File: config.mk
export PLATFORM = sky130hd
export DESIGN_NAME = aes_mixcolumns_serial_flat
export DESIGN_NICKNAME = d
export VERILOG_FILES = /design/src/rtl/aes_mixcolumns_serial_if.sv /design/src/rtl/aes_mixcolumns_serial.sv /design/src/flat_wrapper.sv
export SDC_FILE = /design/constraint.sdc
export NUM_CORES = 1
export LEC_CHECK = 0
export ABC_AREA = 1
export BUFFER_PORTS_ARGS = -buffer_cell sky130_fd_sc_hd__buf_2
export CAP_MARGIN = 15
export CORE_MARGIN = 3
export CORE_UTILIZATION = 37
export CTS_CLUSTER_DIAMETER = 30
export DETAILED_ROUTE_END_ITERATION = 8
export GPL_TIMING_DRIVEN = 0
export PLACE_DENSITY = 0.56
export SLEW_MARGIN = 0
export SYNTH_ARGS = -nofsm -noshare
export SYNTH_HDL_FRONTEND = slang
export SYNTH_SLANG_ARGS = --single-unit
File: constraint.sdc
create_clock -name clk -period 11.95 [get_ports clk]
set_input_delay 2.39 -clock clk [delete_from_list [all_inputs] [get_ports clk]]
set_output_delay 2.39 -clock clk [all_outputs]
set_load 0.01 [all_outputs]
File: src/rtl/aes_mixcolumns_serial_if.sv
// Handshake bundle for the column-serial MixColumns stage: upstream state in,
// downstream result out, plus a busy status flag.
interface aes_mixcolumns_serial_if;
  logic         in_valid;
  logic         in_ready;
  logic [127:0] in_state;
  logic         in_bypass;
  logic         in_inverse;
  logic         out_valid;
  logic         out_ready;
  logic [127:0] out_state;
  logic         busy;

  modport slave (
    input  in_valid, in_state, in_bypass, in_inverse, out_ready,
    output in_ready, out_valid, out_state, busy
  );

  modport master (
    output in_valid, in_state, in_bypass, in_inverse, out_ready,
    input  in_ready, out_valid, out_state, busy
  );
endinterface

File: src/rtl/aes_mixcolumns_serial.sv
// Column-serial AES MixColumns / InvMixColumns stage, COLS_PER_CYCLE columns per
// clock, with a single-cycle bypass for the final round.
module aes_mixcolumns_serial #(
  parameter int COLS_PER_CYCLE = 1,
  parameter bit INVERSE_EN     = 1'b1
) (
  input  logic                         clk,
  input  logic                         rst,
  aes_mixcolumns_serial_if.slave       bus
);

  localparam logic [1:0] LAST_COL = 2'(4 - COLS_PER_CYCLE);
  localparam logic [1:0] COL_STEP = 2'(COLS_PER_CYCLE);

  typedef enum logic [1:0] {S_IDLE, S_CALC, S_DONE} state_t;

  state_t       r_state;
  logic [1:0]   r_col_cnt;
  logic [127:0] r_src;
  logic         r_inverse;
  logic [127:0] r_out_state;
  logic         r_out_valid;
  logic         r_busy;

  logic         w_inv;
  logic [31:0]  w_col_res [COLS_PER_CYCLE];

  function automatic logic [7:0] xtime(input logic [7:0] a);
    return {a[6:0], 1'b0} ^ (a[7] ? 8'h1B : 8'h00);
  endfunction

  // All multiples come from the x2/x4/x8 chain: 3=x2^a, 9=x8^a, b=x8^x2^a,
  // d=x8^x4^a, e=x8^x4^x2. Row i uses bytes i, i+1, i+2, i+3 (mod 4).
  function automatic logic [31:0] mix_col(input logic [31:0] col, input logic inv);
    logic [7:0]  a  [4];
    logic [7:0]  x2 [4];
    logic [7:0]  x4 [4];
    logic [7:0]  x8 [4];
    logic [31:0] res;
    res = '0;
    for (int i = 0; i < 4; i++) begin
      a[i]  = col[31-8*i -: 8];
      x2[i] = xtime(a[i]);
      x4[i] = xtime(x2[i]);
      x8[i] = xtime(x4[i]);
    end
    for (int i = 0; i < 4; i++) begin
      if (inv) begin
        res[31-8*i -: 8] = (x8[i] ^ x4[i] ^ x2[i])
                         ^ (x8[(i+1)%4] ^ x2[(i+1)%4] ^ a[(i+1)%4])
                         ^ (x8[(i+2)%4] ^ x4[(i+2)%4] ^ a[(i+2)%4])
                         ^ (x8[(i+3)%4] ^ a[(i+3)%4]);
      end else begin
        res[31-8*i -: 8] = x2[i]
                         ^ (x2[(i+1)%4] ^ a[(i+1)%4])
                         ^ a[(i+2)%4]
                         ^ a[(i+3)%4];
      end
    end
    return res;
  endfunction

  // A constant-false select lets synthesis prune the inverse datapath entirely.
  assign w_inv = INVERSE_EN && r_inverse;

  for (genvar g = 0; g < COLS_PER_CYCLE; g++) begin : g_col
    assign w_col_res[g] = mix_col(r_src[127 - 32*(int'(r_col_cnt) + g) -: 32], w_inv);
  end

  always_ff @(posedge clk) begin
    if (rst) begin
      r_state     <= S_IDLE;
      r_col_cnt   <= '0;
      r_out_valid <= 1'b0;
      r_out_state <= '0;
      r_busy      <= 1'b0;
      // NOTE: r_src/r_inverse are pure datapath captured on accept; they need no reset.
    end else begin
      unique case (r_state)
        S_IDLE: begin
          if (bus.in_valid) begin
            r_src     <= bus.in_state;
            r_inverse <= bus.in_inverse;
            r_col_cnt <= '0;
            r_busy    <= 1'b1;
            if (bus.in_bypass) begin
              r_out_state <= bus.in_state;
              r_out_valid <= 1'b1;
              r_state     <= S_DONE;
            end else begin
              r_state <= S_CALC;
            end
          end
        end
        S_CALC: begin
          for (int g = 0; g < COLS_PER_CYCLE; g++) begin
            r_out_state[127 - 32*(int'(r_col_cnt) + g) -: 32] <= w_col_res[g];
          end
          r_col_cnt <= r_col_cnt + COL_STEP;
          if (r_col_cnt == LAST_COL) begin
            r_out_valid <= 1'b1;
            r_state     <= S_DONE;
          end
        end
        S_DONE: begin
          if (bus.out_ready) begin
            r_out_valid <= 1'b0;
            r_busy      <= 1'b0;
            r_state     <= S_IDLE;
          end
        end
        default: r_state <= S_IDLE;
      endcase
    end
  end

  assign bus.in_ready  = (r_state == S_IDLE) && !rst;
  assign bus.out_valid = r_out_valid;
  assign bus.out_state = r_out_state;
  assign bus.busy      = r_busy;

endmodule
File: src/flat_wrapper.sv
// flat-port wrapper written by rule: the top's interface ports become plain ports
module aes_mixcolumns_serial_flat 
#(
  parameter int COLS_PER_CYCLE = 1,
  parameter bit INVERSE_EN     = 1'b1
)
  (clk, rst, bus_in_valid, bus_in_state, bus_in_bypass, bus_in_inverse, bus_out_ready, bus_in_ready, bus_out_valid, bus_out_state, bus_busy);
  aes_mixcolumns_serial_if bus_i ();
  input  logic clk;
  input  logic rst;
  input wire logic [$bits(bus_i.in_valid)-1:0] bus_in_valid;
  input wire logic [$bits(bus_i.in_state)-1:0] bus_in_state;
  input wire logic [$bits(bus_i.in_bypass)-1:0] bus_in_bypass;
  input wire logic [$bits(bus_i.in_inverse)-1:0] bus_in_inverse;
  input wire logic [$bits(bus_i.out_ready)-1:0] bus_out_ready;
  output wire logic [$bits(bus_i.in_ready)-1:0] bus_in_ready;
  output wire logic [$bits(bus_i.out_valid)-1:0] bus_out_valid;
  output wire logic [$bits(bus_i.out_state)-1:0] bus_out_state;
  output wire logic [$bits(bus_i.busy)-1:0] bus_busy;
  assign bus_i.in_valid = bus_in_valid;
  assign bus_i.in_state = bus_in_state;
  assign bus_i.in_bypass = bus_in_bypass;
  assign bus_i.in_inverse = bus_in_inverse;
  assign bus_i.out_ready = bus_out_ready;
  assign bus_in_ready = bus_i.in_ready;
  assign bus_out_valid = bus_i.out_valid;
  assign bus_out_state = bus_i.out_state;
  assign bus_busy = bus_i.busy;
  aes_mixcolumns_serial #(.COLS_PER_CYCLE(COLS_PER_CYCLE), .INVERSE_EN(INVERSE_EN)) u_core (.clk(clk), .rst(rst), .bus(bus_i));
endmodule
==> run metrics <==
Placed Area=18740 um^2; status=completed; Post-DRT Antenna Nets=0; Static Leak=8.979 nW; crit path time final=a little over 5 ns; Final Net Count=2582; Yosys top cell by area=edfxtp_1; clock skew=0.01891 ns; post-route worst hold slack=0.4911 ns; CP Launch Type=input port; Max Cap Violations=0; Clock Tree Root=clkbuf_16; area of the die=around 47000 um^2; Overall Global Routing Usage=33.27%; layout cell share with drive strength beyond 1=21.64%; Sw Ratio=between 40% and 50%; DRC violations left=0; VDD IR max=121.6 uV; clk slew on worst S/H paths=roughly 0.060 ns; reg-to-reg startpoint=u_core.r_col_cnt[0]; DR WL/cell=roughly 26 um; CTS tree=done; Post-CTS Setup Bufs=0; switching power=2.144 mW; post-synthesis cell area=16490 um^2; Syn Inst Count=2124; largest net degree at the start of global routing=22; post-DP HPWL=62.39 mm; post_cts resized=0; slew margin rel.=23.46%; setup TNS=0 ns; Cell variety after synth=42; Worst R2R Setup Slack=7.80 ns; reg2reg end=u_core.bus.out_state[51]; core area=between 40000 and 50000 um^2; H-tree depth=2; I/O pins=approximately 270; DIE WIDTH=217.1 um; syn_nets=about 2300; CTS Buf Count=47; clock sink count=263; largest buffer count on any clock path=3; Layout area overhead=23.26%; critical path class=in2out; detailed-router iteration count before antenna repair=8; worst slew pin tran=1.148 ns; gr ovfl total=0; Final Hold Viols=0; CP arrival=2.79 ns; post-route cell area=20330 um^2; RSZ-0062 raised after global routing=false; internal power=between 2 and 3 mW; crit path launch=rst; CP endpoint=bus_in_ready; initial antenna violation count=0; Via density=5.700; register area=6556 um^2; Slew Limit Fails=0; post-synthesis sequential area ratio=between 30% and 40%; buffers added on ports=264; R2R cell count=12; Hold Path Class=reg2reg; Area contributors post-synth=edfxtp_1 23%, dfxtp_1 16%, nand2_1 13%; crit end category=output port; final period utilization=about 43%; PwrDens=231.6 nW/um^2; flops & latches, synth=263; number of global-route vias before repair=16325; row cnt=76; yosys warns=0; Comb pwr share=47.3%; DR vias=between 15000 and 20000; # hold bufs at CTS=0; multi-input gate area in the final layout=a little under 9000 um^2; worst endpoint required time=roughly 9.6 ns; Fillers=4441; clock latency on the worst-skew pair=0.56 ns; Initial Util=37.87%; Critical Path Fanout Max=7; Syn Area/Cell=7.766 um^2; die height=217.1 um; Final Wtd Congestion=0.9899; Total Wirelength=around 80 mm; top cell type's share of synthesized area=23.48%; Setup Viol. Count Final=0; Max Clk Rate=just under 0.2 GHz; clock power share=28.8%; first-pass GRT wire length=113.4 mm; drt initial violations=2195; sequential power share=23.9%
[critical path: stages]
cell and delay (ns):
buf_2 0.16, nor2_1 0.11, buf_2 0.13
[per-stage QoR]
| stage | util (%) | worst slack (ns) | power (mW) | cells |
|---|---|---|---|---|
| finish | 46.68 | 6.767 | 4.709 | 3067 |
| global route | 46.68 | 6.717 | 4.928 | 3066 |
| CTS | 46.68 | 6.767 | 4.649 | 3066 |
| detailed placement | 43.03 | 6.771 | 3.299 | 2980 |
| global placement | 42.60 | 1.380 | 3.271 | 2973 |
| floorplan | - | 3.955 | 2.525 | 2124 |
[state kept, by name (all words and copies together) (netlist names)]
signal                cells
u_core.r_state            2
u_core.r_col_cnt          2
u_core.r_src            128
u_core.bus.busy           1
u_core.r_inverse          1
u_core.bus.out_state    128
u_core.bus.out_valid      1
[logic make-up after synthesis]
logic type	count (synthesis)	synth area share, %
compound gates	426	13.07
xor+xnor	193	11.86
fa+ha+maj	4	0.3034
buf+inv	228	6.182
flops	263	39.75
simple gates	1010	28.83
[power groups by stage]
stage | clock, mW | combinational [mW] | sequential, mW
detailed placement | 0 | 2.16 | 1.14
global route | 1.40 | 2.40 | 1.13
finish | 1.36 | 2.23 | 1.12
CTS | 1.35 | 2.17 | 1.12
floorplan | 0 | 1.37 | 1.16
global placement | 0 | 2.13 | 1.15
[worst min-delay path by stage]
stage / cells after the start / start / endpoint / slack (ns)
2_1_floorplan: 2 / u_core.r_state[1] / u_core.r_state[1] / 0.51
6_report: 1 / u_core.bus.busy / u_core.bus.busy / 0.49
5_1_grt: 1 / u_core.bus.busy / u_core.bus.busy / 0.52
3_3_place_gp: 1 / u_core.bus.busy / u_core.bus.busy / 0.47
3_5_place_dp: 1 / u_core.bus.busy / u_core.bus.busy / 0.47
4_1_cts: 1 / u_core.bus.busy / u_core.bus.busy / 0.49
[per-layer routing]
layer	wire (um)	part of all wire, %	GRT usage, %	up-vias
met2	36470	45	53.04	1104
li1	-	-	-	7861
met1	32420	40	44.23	8300
met4	4301	5.3	15.50	0
met3	7822	9.7	5.585	217
met5	0	0	0	-
[cells in the mapped netlist (all sizes together)]
master / instances
a21o: 2
dfxtp: 134
or2: 16
a31o: 1
xor2: 118
nand2: 647
o22ai: 3
buf: 36
clkbuf: 74
nor2: 36
o211a: 1
nand2b: 2
a21oi: 273
a211oi: 1
nand3: 192
xnor2: 75
clkinv: 2
nor3: 5
nand3b: 12
edfxtp: 129
nand4: 99
ha: 4
o21ai: 145
and3: 1
inv: 116
[cell usage in the layout, fill, tap and decap left out, types with 18 or more instances in the layout]
cell type / instances
dfxtp_1: 134
xnor2_1: 60
clkbuf_1: 79
a21oi_1: 273
nand3_1: 170
xor2_1: 108
nand2_2: 51
nand2_1: 578
nand2_4: 18
nor2_1: 34
inv_1: 89
clkbuf_16: 49
nand4_1: 99
inv_2: 26
buf_2: 271
nand3_2: 22
o21ai_0: 138
edfxtp_1: 129
[area by class of cell]
class                   instances  share of cell area (%)
diodes                          1                 0.01231
plain buffers                 110                   2.812
clock buffers                  55                   6.191
clock inverters                31                   1.631
inverters                     118                   2.203
multi-input cells            1633                   43.92
flip-flops and latches        263                   32.25
well taps                     585                   3.600
repair buffers                271                   7.385
Power figures use the tool's default switching activity.
